**src/rtl/id_ex_pipe_reg_if.sv**
```systemverilog
// ID->EX bundle handshake: upstream offer, EX consume/flush, head-bundle view
// and the preserved oldest-lane record.
interface id_ex_pipe_reg_if #(
    parameter int LANES = 2,
    parameter int XLEN  = 32,
    parameter int PAY_W = 128
) ();
    logic                             ACT;
    logic [LANES-1:0]                 in_valid;
    logic [LANES-1:0][XLEN-1:0]       in_pc;
    logic [LANES-1:0][XLEN-1:0]       in_instr;
    logic [LANES-1:0]                 in_order;
    logic [LANES-1:0][PAY_W-1:0]      in_payload;
    logic                             in_ready;
    logic                             ex_ready;
    logic                             flush;
    logic [LANES-1:0]                 out_valid;
    logic [LANES-1:0][XLEN-1:0]       out_pc;
    logic [LANES-1:0][XLEN-1:0]       out_instr;
    logic [LANES-1:0]                 out_order;
    logic [LANES-1:0][PAY_W-1:0]      out_payload;
    logic [1:0]                       count;
    logic                             pres_valid;
    logic [XLEN-1:0]                  pres_pc;
    logic [XLEN-1:0]                  pres_instr;
    logic                             pres_order;

    modport slave (
        input  ACT, in_valid, in_pc, in_instr, in_order, in_payload, ex_ready, flush,
        output in_ready, out_valid, out_pc, out_instr, out_order, out_payload, count,
               pres_valid, pres_pc, pres_instr, pres_order
    );

    modport master (
        output ACT, in_valid, in_pc, in_instr, in_order, in_payload, ex_ready, flush,
        input  in_ready, out_valid, out_pc, out_instr, out_order, out_payload, count,
               pres_valid, pres_pc, pres_instr, pres_order
    );
endinterface

```
**src/rtl/id_ex_pipe_reg.sv**
```systemverilog
// ID/EX pipeline register: a 1- or 2-entry FIFO of multi-lane issue bundles,
// plus a record of the oldest valid lane of the most recently accepted bundle.

module id_ex_pipe_reg_lane #(
    parameter int XLEN  = 32,
    parameter int PAY_W = 128
) (
    input  logic             en,
    input  logic             vld_i,
    input  logic [XLEN-1:0]  pc_i,
    input  logic [XLEN-1:0]  instr_i,
    input  logic             order_i,
    input  logic [PAY_W-1:0] pay_i,
    output logic             vld_o,
    output logic [XLEN-1:0]  pc_o,
    output logic [XLEN-1:0]  instr_o,
    output logic             order_o,
    output logic [PAY_W-1:0] pay_o
);
    // Head fields read as zero whenever the FIFO is empty.
    assign vld_o   = en & vld_i;
    assign pc_o    = en ? pc_i    : '0;
    assign instr_o = en ? instr_i : '0;
    assign order_o = en & order_i;
    assign pay_o   = en ? pay_i   : '0;
endmodule

module id_ex_pipe_reg #(
    parameter int LANES = 2,
    parameter int XLEN  = 32,
    parameter int PAY_W = 128,
    parameter int DEPTH = 2
) (
    input  logic            CLK,
    input  logic            RST,
    id_ex_pipe_reg_if.slave bus
);
    localparam int PTR_W = (DEPTH > 1) ? $clog2(DEPTH) : 1;

    typedef struct packed {
        logic [LANES-1:0]            vld;
        logic [LANES-1:0][XLEN-1:0]  pc;
        logic [LANES-1:0][XLEN-1:0]  instr;
        logic [LANES-1:0]            order;
        logic [LANES-1:0][PAY_W-1:0] pay;
    } bundle_t;

    bundle_t          mem_q [DEPTH];
    bundle_t          mem_d [DEPTH];
    logic [PTR_W-1:0] rd_ptr_q, rd_ptr_d;
    logic [PTR_W-1:0] wr_ptr_q, wr_ptr_d;
    logic [1:0]       count_q, count_d;
    logic             pres_valid_q, pres_valid_d;
    logic [XLEN-1:0]  pres_pc_q, pres_pc_d;
    logic [XLEN-1:0]  pres_instr_q, pres_instr_d;
    logic             pres_order_q, pres_order_d;

    logic    in_ready;
    logic    accept;
    logic    consume;
    logic    head_en;
    bundle_t offer;
    bundle_t head;

    function automatic logic [PTR_W-1:0] ptr_inc(input logic [PTR_W-1:0] p);
        return (p == PTR_W'(DEPTH - 1)) ? '0 : p + PTR_W'(1);
    endfunction

    // Single-entry build relies on same-cycle drain to keep a bubble-free stream;
    // the two-entry build keeps in_ready off the EX path entirely.
    generate
        if (DEPTH == 1) begin : g_rdy_d1
            assign in_ready = (count_q == 2'd0) || bus.ex_ready;
        end else begin : g_rdy_d2
            assign in_ready = (count_q < 2'd2);
        end
    endgenerate

    assign accept  = bus.ACT && in_ready && !bus.flush && (bus.in_valid != '0);
    assign consume = bus.ex_ready && (count_q != 2'd0) && !bus.flush;
    assign head_en = (count_q != 2'd0);

    always_comb begin
        offer.vld   = bus.in_valid;
        offer.pc    = bus.in_pc;
        offer.instr = bus.in_instr;
        offer.order = bus.in_order;
        offer.pay   = bus.in_payload;
        head        = mem_q[rd_ptr_q];
    end

    always_comb begin
        mem_d        = mem_q;
        rd_ptr_d     = rd_ptr_q;
        wr_ptr_d     = wr_ptr_q;
        count_d      = count_q;
        pres_valid_d = pres_valid_q;
        pres_pc_d    = pres_pc_q;
        pres_instr_d = pres_instr_q;
        pres_order_d = pres_order_q;

        if (bus.flush) begin
            rd_ptr_d = '0;
            wr_ptr_d = '0;
            count_d  = 2'd0;
        end else begin
            if (accept) begin
                mem_d[wr_ptr_q] = offer;
                wr_ptr_d        = ptr_inc(wr_ptr_q);
            end
            if (consume) begin
                rd_ptr_d = ptr_inc(rd_ptr_q);
            end
            count_d = count_q + 2'(accept) - 2'(consume);
        end

        if (accept) begin
            pres_valid_d = 1'b1;
            // Walk high-to-low so the lowest valid lane wins.
            for (int i = LANES - 1; i >= 0; i--) begin
                if (bus.in_valid[i]) begin
                    pres_pc_d    = bus.in_pc[i];
                    pres_instr_d = bus.in_instr[i];
                    pres_order_d = bus.in_order[i];
                end
            end
        end
    end

    always_ff @(posedge CLK or negedge RST) begin
        if (!RST) begin
            for (int i = 0; i < DEPTH; i++) begin
                mem_q[i] <= '0;
            end
            rd_ptr_q     <= '0;
            wr_ptr_q     <= '0;
            count_q      <= 2'd0;
            pres_valid_q <= 1'b0;
            pres_pc_q    <= '0;
            pres_instr_q <= '0;
            pres_order_q <= 1'b0;
        end else begin
            mem_q        <= mem_d;
            rd_ptr_q     <= rd_ptr_d;
            wr_ptr_q     <= wr_ptr_d;
            count_q      <= count_d;
            pres_valid_q <= pres_valid_d;
            pres_pc_q    <= pres_pc_d;
            pres_instr_q <= pres_instr_d;
            pres_order_q <= pres_order_d;
        end
    end

    logic [LANES-1:0]            out_valid_w;
    logic [LANES-1:0][XLEN-1:0]  out_pc_w;
    logic [LANES-1:0][XLEN-1:0]  out_instr_w;
    logic [LANES-1:0]            out_order_w;
    logic [LANES-1:0][PAY_W-1:0] out_pay_w;

    generate
        for (genvar g = 0; g < LANES; g++) begin : g_lane
            id_ex_pipe_reg_lane #(
                .XLEN  (XLEN),
                .PAY_W (PAY_W)
            ) u_lane (
                .en      (head_en),
                .vld_i   (head.vld[g]),
                .pc_i    (head.pc[g]),
                .instr_i (head.instr[g]),
                .order_i (head.order[g]),
                .pay_i   (head.pay[g]),
                .vld_o   (out_valid_w[g]),
                .pc_o    (out_pc_w[g]),
                .instr_o (out_instr_w[g]),
                .order_o (out_order_w[g]),
                .pay_o   (out_pay_w[g])
            );
        end
    endgenerate

    assign bus.in_ready    = in_ready;
    assign bus.out_valid   = out_valid_w;
    assign bus.out_pc      = out_pc_w;
    assign bus.out_instr   = out_instr_w;
    assign bus.out_order   = out_order_w;
    assign bus.out_payload = out_pay_w;
    assign bus.count       = count_q;
    assign bus.pres_valid  = pres_valid_q;
    assign bus.pres_pc     = pres_pc_q;
    assign bus.pres_instr  = pres_instr_q;
    assign bus.pres_order  = pres_order_q;
endmodule

```
**src/flat_wrapper.sv**
```systemverilog
// flat-port wrapper written by rule: the top's interface ports become plain ports
module id_ex_pipe_reg_flat 
#(
    parameter int LANES = 2,
    parameter int XLEN  = 32,
    parameter int PAY_W = 128,
    parameter int DEPTH = 2
)
  (CLK, RST, bus_ACT, bus_in_valid, bus_in_pc, bus_in_instr, bus_in_order, bus_in_payload, bus_ex_ready, bus_flush, bus_in_ready, bus_out_valid, bus_out_pc, bus_out_instr, bus_out_order, bus_out_payload, bus_count, bus_pres_valid, bus_pres_pc, bus_pres_instr, bus_pres_order);
  id_ex_pipe_reg_if #(.LANES(LANES), .XLEN(XLEN), .PAY_W(PAY_W)) bus_i ();
  input  logic CLK;
  input  logic RST;
  input wire logic [$bits(bus_i.ACT)-1:0] bus_ACT;
  input wire logic [$bits(bus_i.in_valid)-1:0] bus_in_valid;
  input wire logic [$bits(bus_i.in_pc)-1:0] bus_in_pc;
  input wire logic [$bits(bus_i.in_instr)-1:0] bus_in_instr;
  input wire logic [$bits(bus_i.in_order)-1:0] bus_in_order;
  input wire logic [$bits(bus_i.in_payload)-1:0] bus_in_payload;
  input wire logic [$bits(bus_i.ex_ready)-1:0] bus_ex_ready;
  input wire logic [$bits(bus_i.flush)-1:0] bus_flush;
  output wire logic [$bits(bus_i.in_ready)-1:0] bus_in_ready;
  output wire logic [$bits(bus_i.out_valid)-1:0] bus_out_valid;
  output wire logic [$bits(bus_i.out_pc)-1:0] bus_out_pc;
  output wire logic [$bits(bus_i.out_instr)-1:0] bus_out_instr;
  output wire logic [$bits(bus_i.out_order)-1:0] bus_out_order;
  output wire logic [$bits(bus_i.out_payload)-1:0] bus_out_payload;
  output wire logic [$bits(bus_i.count)-1:0] bus_count;
  output wire logic [$bits(bus_i.pres_valid)-1:0] bus_pres_valid;
  output wire logic [$bits(bus_i.pres_pc)-1:0] bus_pres_pc;
  output wire logic [$bits(bus_i.pres_instr)-1:0] bus_pres_instr;
  output wire logic [$bits(bus_i.pres_order)-1:0] bus_pres_order;
  assign bus_i.ACT = bus_ACT;
  assign bus_i.in_valid = bus_in_valid;
  assign bus_i.in_pc = bus_in_pc;
  assign bus_i.in_instr = bus_in_instr;
  assign bus_i.in_order = bus_in_order;
  assign bus_i.in_payload = bus_in_payload;
  assign bus_i.ex_ready = bus_ex_ready;
  assign bus_i.flush = bus_flush;
  assign bus_in_ready = bus_i.in_ready;
  assign bus_out_valid = bus_i.out_valid;
  assign bus_out_pc = bus_i.out_pc;
  assign bus_out_instr = bus_i.out_instr;
  assign bus_out_order = bus_i.out_order;
  assign bus_out_payload = bus_i.out_payload;
  assign bus_count = bus_i.count;
  assign bus_pres_valid = bus_i.pres_valid;
  assign bus_pres_pc = bus_i.pres_pc;
  assign bus_pres_instr = bus_i.pres_instr;
  assign bus_pres_order = bus_i.pres_order;
  id_ex_pipe_reg #(.LANES(LANES), .XLEN(XLEN), .PAY_W(PAY_W), .DEPTH(DEPTH)) u_core (.CLK(CLK), .RST(RST), .bus(bus_i));
endmodule
```
**config.mk**
```make
export PLATFORM = sky130hd
export DESIGN_NAME = id_ex_pipe_reg_flat
export DESIGN_NICKNAME = d
export VERILOG_FILES = /design/src/rtl/id_ex_pipe_reg_if.sv /design/src/rtl/id_ex_pipe_reg.sv /design/src/flat_wrapper.sv
export SDC_FILE = /design/constraint.sdc
export NUM_CORES = 2
export LEC_CHECK = 0
export CORE_AREA = 4 4 329 331
export CTS_CLUSTER_DIAMETER = 150
export DETAILED_ROUTE_END_ITERATION = 10
export DIE_AREA = 0 0 333 335
export PLACE_DENSITY = 0.59
export SYNTH_ARGS = -nofsm -noshare
export SYNTH_HDL_FRONTEND = slang
export SYNTH_SLANG_ARGS = --single-unit
```
**constraint.sdc**
```tcl
create_clock -name CLK -period 1.62 [get_ports CLK]
set_input_delay 0.243 -clock CLK [delete_from_list [all_inputs] [get_ports CLK]]
set_output_delay 0.243 -clock CLK [all_outputs]
set_load 0.01 [all_outputs]
```
After elaboration in Yosys (flattened, before gate mapping)

Index checks and enable logic that the tools add are counted.

Logic and storage cells: 76
Input port bits: 393
Bits in registers: 846

Mux-type cells: 25
Reductions and logical operators: 13
Add/sub/neg operators: 4
Bitwise logic cells: 7
Order comparisons: 4

Operators by type and width:

| cell                                                                          | number |
|---|---|
| 388-bit 2-to-1 mux                                                            | 4 |
| 776-bit bitwise mux                                                           | 1 |
| 388-bit demux with 1-bit select                                               | 1 |
| 128-bit 2-to-1 mux                                                            | 2 |
| 32-bit 2-to-1 mux                                                             | 8 |
| 1-bit 2-to-1 mux                                                              | 8 |
| 2-bit nonzero test                                                            | 4 |
| 1-bit logical AND                                                             | 6 |
| 1-bit AND                                                                     | 4 |
| 2-bit >= comparator (second input constant)                                   | 2 |
| 1-bit inverter with 2-bit output                                              | 2 |
| 2-bit AND reduction                                                           | 2 |
| 1-bit adder (second input constant)                                           | 2 |
| 2-bit by 1-bit adder with 2-bit output                                        | 1 |
| 2-bit by 1-bit less-than comparator with 1-bit output (second input constant) | 1 |
| 2-bit less-than comparator (second input constant)                            | 1 |
| 2-bit 2-to-1 mux                                                              | 1 |
| 2-bit by 1-bit subtractor with 2-bit output                                   | 1 |
| 1-bit logical NOT                                                             | 1 |
| 1-bit inverter                                                                | 1 |

Logic depth before layout (Yosys ltp)

Depth in word-level cells: 7
Mapped depth: 9
Gate-level depth less buffers: 8

Cells and area by module

From an unflattened synthesis, not the netlist that was laid out.

Cell total of the unflattened synthesis: 2822
Area, all modules: 40547.6 um2

By module, submodules not included:

| module              | area an instance (um2) | times used | cells each |
|---|---|---|---|
| id_ex_pipe_reg      | 37684.9                | 1          | 2392 |
| id_ex_pipe_reg_lane | 1431.4                 | 2          | 215 |

Worst setup path after synthesis

OpenSTA, ideal clock, no wires.

Path type: register to register
Start: register u_core.count_q[1], in the netlist u_core.bus.count[1]
End: register u_core.count_q[1], in the netlist u_core.bus.count[1]
Data arrival time: 1712 ps
Stages on the path, launching flop included: 9
Setup slack: -223 ps
Clock period less this slack: 1843 ps
Setup time: 132 ps
Path through: dfrtp_1 -> nand2b_4 -> nor3_2 -> buf_2 -> buf_2 -> ha_1 -> xnor2_1 -> xnor2_1 -> nor2_1

Word-level cells in the longest chain between the ends: 7

Ends and longest elaborated chain:

| element                                     | RTL line              | RTL |
|---|---|---|
| start, declared                             | id_ex_pipe_reg.sv:52  | `logic [1:0] count_q, count_d;` |
| start signal, assigned                      | id_ex_pipe_reg.sv:146 | `count_q <= count_d;` |
| 2-bit less-than comparator                  | id_ex_pipe_reg.sv:75  | `assign in_ready = (count_q < 2'd2);` |
| 1-bit logical AND (3 in a row)              | id_ex_pipe_reg.sv:79  | `assign accept = bus.ACT && in_ready && !bus.flush && (bus.in_valid != '0);` |
| net u_core.accept                           | id_ex_pipe_reg.sv:59  | `logic accept;` |
| 2-bit by 1-bit adder with 2-bit output      | id_ex_pipe_reg.sv:114 | `count_d = count_q + 2'(accept) - 2'(consume);` |
| 2-bit by 1-bit subtractor with 2-bit output | id_ex_pipe_reg.sv:114 |  |
| 2-bit 2-to-1 mux                            | id_ex_pipe_reg.sv:102 | `if (bus.flush) begin` |
| net u_core.count_d[1]                       | id_ex_pipe_reg.sv:52  |  |

The timed path passes the listed nets, and every way through them passes these cells.
A chain may end at the register's enable or synchronous reset.

Worst setup path after layout

Start: register u_core.rd_ptr_q
End: output bus_out_payload[18]

Word-level cells in the longest chain between the ends: 5

Ends and longest elaborated chain:

| element                                                | RTL line              | RTL |
|---|---|---|
| start, declared                                        | id_ex_pipe_reg.sv:50  | `logic [PTR_W-1:0] rd_ptr_q, rd_ptr_d;` |
| start signal, assigned                                 | id_ex_pipe_reg.sv:144 | `rd_ptr_q <= rd_ptr_d;` |
| 1-bit inverter with 2-bit output (implied by the code) | id_ex_pipe_reg.sv:89  | `head = mem_q[rd_ptr_q];` |
| 388-bit 2-to-1 mux (implied by the code) (3 in a row)  | id_ex_pipe_reg.sv:89  |  |
| 128-bit 2-to-1 mux                                     | id_ex_pipe_reg.sv:25  | `assign pay_o = en ? pay_i : '0;` |
| end, declared                                          | flat_wrapper.sv:26    | `output wire logic [$bits(bus_i.out_payload)-1:0] bus_out_payload;` |

No other way between the ends. The select of a mux whose other input is x is not followed.

==> results.py <==
metrics = {
    "placement": {
        "port_buffers": 849,
        "place_ws_ns": -0.766,
        "hpwl_mm": 86.7,
        "gp_congestion": 0.807,
        "dp_cells": 5047,
        "postPlaceCellArea_um2": 50200,
    },
    "logic_synthesis": {
        "synth_common_cells": "dfrtp_1 (846), mux2_1 (606), nor2_1 (392)",
        "synth_edf_count": 0,
        "synth.distinct_cells": 24,
        "syn-num-nets": 3137,
        "ys_warn_count": 0,
        "ys_async_sr_fraction": 1.00,
        "synth_seq_cells": 846,
        "synth-seq-area-share": 0.556,
        "syn-cell-area_um2": 38100,
        "synth_area_leaders": "dfrtp_1 (56%), mux2_1 (18%), mux2i_1 (10%)",
        "netlist_instances": 2742,
        "synth_top_area_share": 0.556,
        "synth_largest_area_cell": "dfrtp_1",
        "avgSynthCellArea_um2": 13.9,
        "synth_flop_cell": "dfrtp_1",
        "synth_most_common_cell": "dfrtp_1",
    },
    "pwr": {
        "power.density_nw_per_um2": 1490,
        "p_comb_frac": 0.341,
        "p_seq_frac": 0.400,
        "switching_share": 0.305,
        "clkPwrFrac": 0.259,
        "p_leak_uw": 0.0263,
        "p_int_uw": 58100,
        "p_switching_uw": 25500,
        "ir_worst_vdd_v": 0.000851,
    },
    "die": {
        "fp.dieW_um": 333,
        "placementRows": 119,
        "core_um2": 105000,
        "die_area_um2": 112000,
        "start_util": 0.363,
        "die_y_um": 335,
        "pin_count": 850,
    },
    "timing": {
        "hold_viol": 0,
        "fin_crit_ns": 2.59,
        "fin_crit_sh": 1.60,
        "rsz0062_at_grt": "yes",
        "clock_skew_ns": 0.0155,
        "drv_slew": 0,
        "max_slew.worst_pin.slew_ns": 0.451,
        "slew_headroom": 0.699,
        "final-setup-viol-count": 1300,
        "max_clock_freq_mhz": 386,
        "finalSetupTns_ns": -614.04,
        "setup_slack_ns": -0.969,
    },
    "clock_network": {
        "clock_sinks": 846,
        "cts_tree": "done",
        "clock_latency_ns": 0.65,
        "path_clk_slew_ns": 0.06,
        "cts_made_buffers": 94,
        "clockBufferDepth": 3,
        "cts-htree-levels": 3,
        "ctsRootBufferMaster": "clkbuf_16",
    },
    "status": {
        "status": "finished, violations left",
        "violations": "negative setup slack",
    },
    "setup_path": {
        "cp.required_ns": 1.38,
        "start_kind": "flip-flop",
        "worstSetupEndpointType": "output pin",
        "critical_path_arrival_ns": 2.35,
        "critPathMaxFanout": 6,
        "crit_type": "reg2out",
    },
    "global_routing": {
        "first_global_vias": 27600,
        "grt_remaining_overflow": 0,
        "grt_max_degree": 80,
        "antenna_found_initial": 30,
        "gr-usage-all-layers": 0.205,
        "grt_pass1_wl_mm": 176,
    },
    "drt": {
        "wl_mm": 121,
        "remaining_drc_errors": 0,
        "routedWlPerCell_um": 22.5,
        "dr.pass1.iters": 4,
        "vias": 26100,
        "initialDrtViolationCount": 1006,
        "ant_nets": 0,
        "viasPerCell": 4.85,
    },
    "cells_and_area": {
        "finalNonFillerCells": 5380,
        "fin_nets": 4288,
        "area_growth_pct": 47.7,
        "final_area_um2": 56300,
        "drive_gt1_frac": 0.311,
    },
    "flow_run": {
        "cap_violations": 0,
    },
    "min_path": {
        "hold_path_class": "in2async",
    },
}
worst max-delay path, cell delays in order (launching register included):
cell	delay (ns)
dfrtp_4	0.58
clkbuf_16	0.23
buf_6	0.14
buf_6	0.13
buf_4	0.13
mux2i_1	0.11
nor2_1	0.19
buf_2	0.18
metal layers:
metal	vias to the layer above	part of all wire	GRT usage
met1	13300	0.41	0.256
met3	166	0.064	0.0529
met4	18	0.026	0.0712
met5	-	0.00095	0
li1	11900	-	-
met2	686	0.50	0.346
cell usage in the layout (no fill, tap or decap), types with 8 or more instances in the layout:
master	synthesis	layout
buf_12	0	88
buf_16	0	20
buf_2	60	73
buf_4	38	245
buf_6	40	39
buf_8	0	8
clkbuf_1	47	16
clkbuf_16	0	113
clkbuf_2	0	69
clkbuf_8	0	28
clkdlybuf4s50_1	0	459
clkinv_2	0	16
dfrtp_1	846	845
diode_2	0	24
dlygate4sd2_1	0	67
dlymetal6s2s_1	0	150
mux2_1	606	582
mux2_2	300	300
mux2_4	0	24
mux2i_1	388	254
mux2i_2	0	64
mux2i_4	0	70
nor2_1	392	340
nor2_2	1	45
nor2_4	0	8
cell type report:
type | instances | area (um2)
inverters | 3 | 11.3
well taps | 1391 | 1740
fillers | 9080 | 48800
multi-input cells | 1702 | 17100
repair buffers | 1246 | 13000
diodes | 24 | 60.1
clock buffers | 141 | 2870
clock inverters | 27 | 290
flip-flops and latches | 846 | 21200
state kept, by name (all words and copies together) (netlist names):
| name | count |
|---|---|
| u_core.wr_ptr_q | 1 |
| u_core.bus.pres_order | 1 |
| u_core.bus.count | 2 |
| u_core.bus.pres_valid | 1 |
| u_core.mem_q | 776 |
| u_core.bus.pres_pc | 32 |
| u_core.rd_ptr_q | 1 |
| u_core.bus.pres_instr | 32 |
path summary, 6_finish.rpt:
check	from	to	slack [ns]	cells after the start
min in group CLK	bus_in_payload[148]	u_core.mem_q[536]	0.22	2
max in group asynchronous	RST	u_core.mem_q[586]	0.72	4
min	RST	u_core.mem_q[383]	0.08	2
max	u_core.rd_ptr_q	bus_out_payload[18]	-0.97	7
max reg2reg	u_core.bus.count[1]	u_core.mem_q[513]	-0.43	5
min reg2reg	u_core.mem_q[428]	u_core.mem_q[428]	0.48	1
timing repair:
action,CTS,global route
endpoints found under the setup margin,1300,1301
pin swaps,7,28
hold endpoints to repair,488,0
setup buffers,3,119
hold buffers,2,0
gates resized for setup,302,814
cloned,5,20
logic make-up (layout without fill, tap and decap cells):
| group | count (synthesis) | in the layout | share of synthesized area |
|---|---|---|---|
| buffers and inverters | 194 | 1417 | 0.0327 |
| DFF | 846 | 846 | 0.556 |
| AOI/OAI and AO/OA | 3 | 3 | 0.000394 |
| adders and majority gates | 2 | 2 | 0.000657 |
| other | 0 | 24 | 0 |
| and+or+nand+nor | 400 | 400 | 0.0404 |
| muxes | 1294 | 1294 | 0.370 |
| xor gates and xnor gates | 3 | 3 | 0.000690 |
power by group through the flow:
stage / sequential [uW] / clock (uW) / combinational, uW
2_1_floorplan: 32000 / 0 / 13400
3_3_place_gp: 32600 / 0 / 25700
3_5_place_dp: 32800 / 0 / 26000
4_1_cts: 32600 / 22300 / 26300
5_1_grt: 34400 / 23200 / 30700
6_report: 33400 / 21700 / 28500
per-stage QoR:
step           hold WS (ns)  power [uW]   util
2_1_floorplan       -0.0526       45400      -
3_3_place_gp          0.166       58300  0.477
3_5_place_dp          0.164       58800  0.477
4_1_cts              0.0250       81200  0.510
5_1_grt              0.0558       88400  0.535
6_report             0.0798       83700  0.535
Power figures use the tool's default switching activity.
